`src/rtl/ps2_rx_pkg.sv`:
```
// Shared constants and FSM encoding for the PS/2 receiver.
package ps2_rx_pkg;
  typedef enum logic [1:0] {ST_IDLE, ST_DATA, ST_PARITY, ST_STOP} state_t;

  localparam int FILTER_LEN_DEF = 8;
  localparam int TIMEOUT_DEF    = 16000;
  localparam int FRAME_LEN      = 11;
endpackage

```
`src/rtl/ps2_filter.sv`:
```
// 2-flop synchroniser plus run-length glitch filter for the PS/2 clock line.
module ps2_filter
  import ps2_rx_pkg::*;
#(
  parameter int FILTER_LEN = FILTER_LEN_DEF
) (
  input  logic CLK,
  input  logic nRESET,
  input  logic i_raw,
  output logic o_filt
);
  localparam logic [4:0] CNT_MAX = 5'(FILTER_LEN - 1);

  logic       r_s1, r_s2, r_filt;
  logic [4:0] r_cnt;

  // r_cnt counts consecutive synchronised samples that disagree with r_filt;
  // any agreeing sample restarts the run, so short pulses are dropped.
  always_ff @(posedge CLK or negedge nRESET) begin
    if (!nRESET) begin
      r_s1   <= 1'b1;
      r_s2   <= 1'b1;
      r_filt <= 1'b1;
      r_cnt  <= '0;
    end else begin
      r_s1 <= i_raw;
      r_s2 <= r_s1;
      if (r_s2 != r_filt) begin
        if (r_cnt == CNT_MAX) begin
          r_filt <= r_s2;
          r_cnt  <= '0;
        end else begin
          r_cnt <= r_cnt + 5'd1;
        end
      end else begin
        r_cnt <= '0;
      end
    end
  end

  assign o_filt = r_filt;
endmodule

```
`src/rtl/ps2_rx.sv`:
```
// PS/2 keyboard receiver: filtered clock, frame FSM, odd parity/stop check, timeout.
module ps2_rx
  import ps2_rx_pkg::*;
#(
  parameter int FILTER_LEN     = FILTER_LEN_DEF,
  parameter int TIMEOUT_CYCLES = TIMEOUT_DEF
) (
  input  logic       CLK,
  input  logic       nRESET,
  input  logic       PS2_CLK,
  input  logic       PS2_DATA,
  output logic [7:0] DATA,
  output logic       VALID,
  output logic       ERROR,
  output logic       BUSY
);
  localparam int          TW      = $clog2(TIMEOUT_CYCLES + 1);
  localparam logic [TW-1:0] TMO_MAX = TW'(TIMEOUT_CYCLES - 1);

  logic          w_filt, w_fall, w_tmo_hit;
  logic          r_filt_d, r_strb, r_d1, r_d2;
  state_t        r_state, w_state_nxt;
  logic [2:0]    r_bitcnt, w_bitcnt_nxt;
  logic [7:0]    r_shift, w_shift_nxt, r_data, w_data_nxt;
  logic          r_par, w_par_nxt;
  logic          r_valid, w_valid_nxt, r_error, w_error_nxt;
  logic [TW-1:0] r_tmo;

  ps2_filter #(.FILTER_LEN(FILTER_LEN)) u_clk_filt (
    .CLK    (CLK),
    .nRESET (nRESET),
    .i_raw  (PS2_CLK),
    .o_filt (w_filt)
  );

  assign w_fall = r_filt_d & ~w_filt;

  // Registered strobe; data sync is far ahead of the clock, so r_d2 is settled.
  always_ff @(posedge CLK or negedge nRESET) begin
    if (!nRESET) begin
      r_d1     <= 1'b1;
      r_d2     <= 1'b1;
      r_filt_d <= 1'b1;
      r_strb   <= 1'b0;
    end else begin
      r_d1     <= PS2_DATA;
      r_d2     <= r_d1;
      r_filt_d <= w_filt;
      r_strb   <= w_fall;
    end
  end

  assign w_tmo_hit = (r_state != ST_IDLE) && !r_strb && (r_tmo == TMO_MAX);

  always_comb begin
    w_state_nxt  = r_state;
    w_bitcnt_nxt = r_bitcnt;
    w_shift_nxt  = r_shift;
    w_par_nxt    = r_par;
    w_data_nxt   = r_data;
    w_valid_nxt  = 1'b0;
    w_error_nxt  = 1'b0;
    if (w_tmo_hit) begin
      w_state_nxt = ST_IDLE;
      w_error_nxt = 1'b1;
    end else if (r_strb) begin
      case (r_state)
        ST_IDLE: begin
          if (!r_d2) begin
            w_state_nxt  = ST_DATA;
            w_bitcnt_nxt = 3'd0;
          end
        end
        ST_DATA: begin
          w_shift_nxt  = {r_d2, r_shift[7:1]};
          w_bitcnt_nxt = r_bitcnt + 3'd1;
          if (r_bitcnt == 3'd7) w_state_nxt = ST_PARITY;
        end
        ST_PARITY: begin
          w_par_nxt   = r_d2;
          w_state_nxt = ST_STOP;
        end
        ST_STOP: begin
          if (r_d2 && (^{r_shift, r_par})) begin
            w_data_nxt  = r_shift;
            w_valid_nxt = 1'b1;
          end else begin
            w_error_nxt = 1'b1;
          end
          w_state_nxt = ST_IDLE;
        end
        default: w_state_nxt = ST_IDLE;
      endcase
    end
  end

  always_ff @(posedge CLK or negedge nRESET) begin
    if (!nRESET) begin
      r_state  <= ST_IDLE;
      r_bitcnt <= '0;
      r_shift  <= '0;
      r_par    <= 1'b0;
      r_data   <= '0;
      r_valid  <= 1'b0;
      r_error  <= 1'b0;
      r_tmo    <= '0;
    end else begin
      r_state  <= w_state_nxt;
      r_bitcnt <= w_bitcnt_nxt;
      r_shift  <= w_shift_nxt;
      r_par    <= w_par_nxt;
      r_data   <= w_data_nxt;
      r_valid  <= w_valid_nxt;
      r_error  <= w_error_nxt;
      if (w_state_nxt == ST_IDLE || r_strb) r_tmo <= '0;
      else                                  r_tmo <= r_tmo + TW'(1);
    end
  end

  assign DATA  = r_data;
  assign VALID = r_valid;
  assign ERROR = r_error;
  assign BUSY  = (r_state != ST_IDLE);
endmodule

```
`config.mk`:
```
export PLATFORM = sky130hd
export DESIGN_NAME = ps2_rx
export DESIGN_NICKNAME = d
export VERILOG_FILES = /design/src/rtl/ps2_rx_pkg.sv /design/src/rtl/ps2_filter.sv /design/src/rtl/ps2_rx.sv
export SDC_FILE = /design/constraint.sdc
export NUM_CORES = 1
export LEC_CHECK = 0
export CAP_MARGIN = 20
export CELL_PAD_IN_SITES_DETAIL_PLACEMENT = 0
export CELL_PAD_IN_SITES_GLOBAL_PLACEMENT = 1
export CORE_MARGIN = 2
export CORE_UTILIZATION = 42
export DETAILED_ROUTE_END_ITERATION = 8
export HOLD_SLACK_MARGIN = 0.15
export PLACE_DENSITY = 0.84
export SYNTH_ARGS = -nofsm -noshare
export SYNTH_HDL_FRONTEND = slang
export SYNTH_HIERARCHICAL = 1
export SYNTH_SLANG_ARGS = --single-unit
```
`constraint.sdc`:
```
create_clock -name CLK -period 1.8 [get_ports CLK]
set_input_delay 0.54 -clock CLK [delete_from_list [all_inputs] [get_ports CLK]]
set_output_delay 0.54 -clock CLK [all_outputs]
set_load 0.005 [all_outputs]
```
==> qor.csv <==
metric,value,unit
peakVddDrop,575,µV
synth_edf_count,0,
seq_area,1260,µm²
cp.arrival,2050,ps
synth_warnings,6,
fillCellCount,467,
dieArea,5800,µm²
start_kind,flip-flop,
path_buf_inv,1,
avgSynthCellArea,11.2,µm²
drc,0,
ios,15,
final_max_slew_viol_count,0,
grt_max_degree,27,
synthArstFlopShare,100,%
hp-class,in2async,
grt_first_pass_wirelength,6.75,mm
setup-violations-final,8,
place_area,2580,µm²
vias,1456,
rsz0062_at_grt,yes,
num_rows,26,
drive_gt1_share,24.6,%
synth_cell_types,34,
worst_setup_path_end_kind,flip-flop,
drt_wl_total,3.69,mm
crit_fanout,9,
synth_largest_area_cell,dfrtp_1,
coreArea,5070,µm²
place_inst,296,
gp_congestion,0.801,
cts_root_buf,clkbuf_8,
hold_violations,0,
vias_per_cell,4.76,
path_delay_family,XOR/XNOR gates,
nets,243,
synth_common_cells,"44 x dfrtp_1, 31 x nand2_1, 20 x nor2_1",
required,2000,ps
cts_tree,done,
insertion_delay,310,ps
synth_area_leaders,"dfrtp_1 50%, dfstp_2 7.2%, xnor2_1 5.6%",
grt_usage,14.5,%
overflow,0,
start_util,43.1,%
fin_tns_setup,-207,ps
slowest_stage,xnor3_2,
period_share,102,%
cts_sinks,50,
tightest_slew,390,ps
fin_ws,-44.9,ps
grt_pass1_vias,1516,
yosys_register_bits,50,
maxCapViolCount,0,
violations,negative setup slack,
critPathMaxStageDelay,480,ps
area_growth_syn_to_layout,26.3,%
worstPathCellList,xnor2_1 -> xnor3_2 -> mux2i_4 -> buf_12 -> mux2_2,
powerDensity,1100,nW/µm²
period_minus_slack,1840,ps
die_y,76.2,µm
worstSetupPathType,reg2reg,
die_x,76.2,µm
synthCells,195,
status,finished with violations,
clkTransAtPathRegs,90,ps
yosysMostFrequentCell,dfrtp_1,
fmax,0.542,GHz
syn-num-nets,203,
dpl.hpwl,2.66,mm
fin_skew,13.9,ps
final_cell_count_no_fill,306,
cts_buffers,5,
syn_area,2190,µm²
synth_top_area_share,50.3,%
wire_per_inst,12.1,µm
antenna_cells,0,
stdcell_area,2760,µm²
drt_iter0_drc,68,
clk_path_buf_depth,2,
antenna_found_initial,0,
p_leak,1.32,nW
ant_nets,0,
placement.io_buffers,14,
ys.flop_type,dfrtp_1,
first_pass_iters,4,
max_slew_margin,73.7,%
h-tree-depth,2,
multi_input_area,918,µm²
ys_seq_area_share,57.6,%
==> routing by layer <==
layer | global-route usage [%] | vias to the layer above | wire length (µm)
met5 | 0 | - | 0
met4 | 6.00 | 0 | 66
met3 | 3.91 | 7 | 118
met2 | 23.1 | 15 | 1810
met1 | 18.8 | 711 | 1700
li1 | - | 723 | -
==> metrics by stage <==
stage	utilization [%]	hold WS [ps]	worst slack, ps	power (mW)
after floorplan	-	244	0.379	1.82
after global placement	50.8	346	21.5	2.12
after detailed placement	50.8	347	-37.0	2.14
after CTS	53.6	219	-45.0	3.09
after global routing	54.4	238	-102	3.24
final	54.4	216	-44.9	3.05
==> where the power goes <==
group / internal, mW / switching [mW]
logic: 0.372 / 0.366
clock network: 0.592 / 0.360
registers: 1.27 / 0.0913
total: 2.23 / 0.817
==> kinds of logic (layout without fill, tap and decap cells) <==
group | count (synthesis) | in the layout | synth area share, %
xor gates and xnor gates | 22 | 22 | 10.2
buffers and inverters | 11 | 52 | 1.95
DFF | 50 | 50 | 57.6
and+or+nand+nor | 86 | 86 | 18.9
muxes | 10 | 10 | 5.66
AOI/OAI and AO/OA | 12 | 12 | 3.38
adders and majority gates | 4 | 4 | 2.29
==> sequential cells by signal, indices dropped and copies added (netlist names) <==
signal             flops
u_clk_filt/r_s1        1
ERROR                  1
u_clk_filt/r_s2        1
u_clk_filt/r_cnt       5
r_state                2
DATA                   8
VALID                  1
r_shift                8
r_d1                   1
r_par                  1
r_strb                 1
r_tmo                 14
r_bitcnt               3
u_clk_filt/o_filt      1
r_d2                   1
r_filt_d               1
==> what timing repair did <==
item	4_1_cts	5_1_grt
setup endpoints to repair	9	10
resized for setup	3	7
gates cloned	0	0
setup buffers	0	2
pin swaps	1	1
hold buffers	0	0
==> final timing paths <==
kind / cells after the start / end / from / slack [ps]
worst min register to register: 0 / r_d2 / r_d1 / 360
max in group asynchronous: 2 / u_clk_filt/r_s2 / nRESET / 1280
worst min-delay path: 2 / r_shift[5] / nRESET / 220
worst max-delay path: 5 / DATA[2] / r_shift[3] / -40
worst max register to register: 5 / DATA[2] / r_shift[3] / -40
min in group CLK: 0 / r_d2 / r_d1 / 360
==> cell type report <==
class                      instances  share of cell area, %
clock buffer                       6                   2.99
clock inverter                     2                   2.17
inverter                           7                  0.952
multi-input combinational        134                   33.3
timing repair buffer              37                   11.9
sequential                        50                   45.6
tap                               70                   3.17
==> cells in the final DEF (no fill, tap or decap), types with 2 or more instances in the layout <==
cell type / instances
buf_4: 21
inv_1: 7
nor3_1: 2
nand4_1: 3
nor4_1: 4
o21ai_0: 5
and3_1: 3
xnor2_1: 13
nand3_1: 8
and2_1: 2
mux2_2: 4
nand2b_1: 2
a22o_1: 2
bufinv_16: 2
clkbuf_8: 6
mux2_4: 5
a21oi_1: 3
xor2_1: 6
dfrtp_1: 44
dfstp_2: 6
nor2_1: 20
nand2_1: 31
clkdlybuf4s50_1: 12
buf_12: 2
ha_1: 4
nor2b_1: 3
Note: power is estimated with default switching activity, not from simulation.
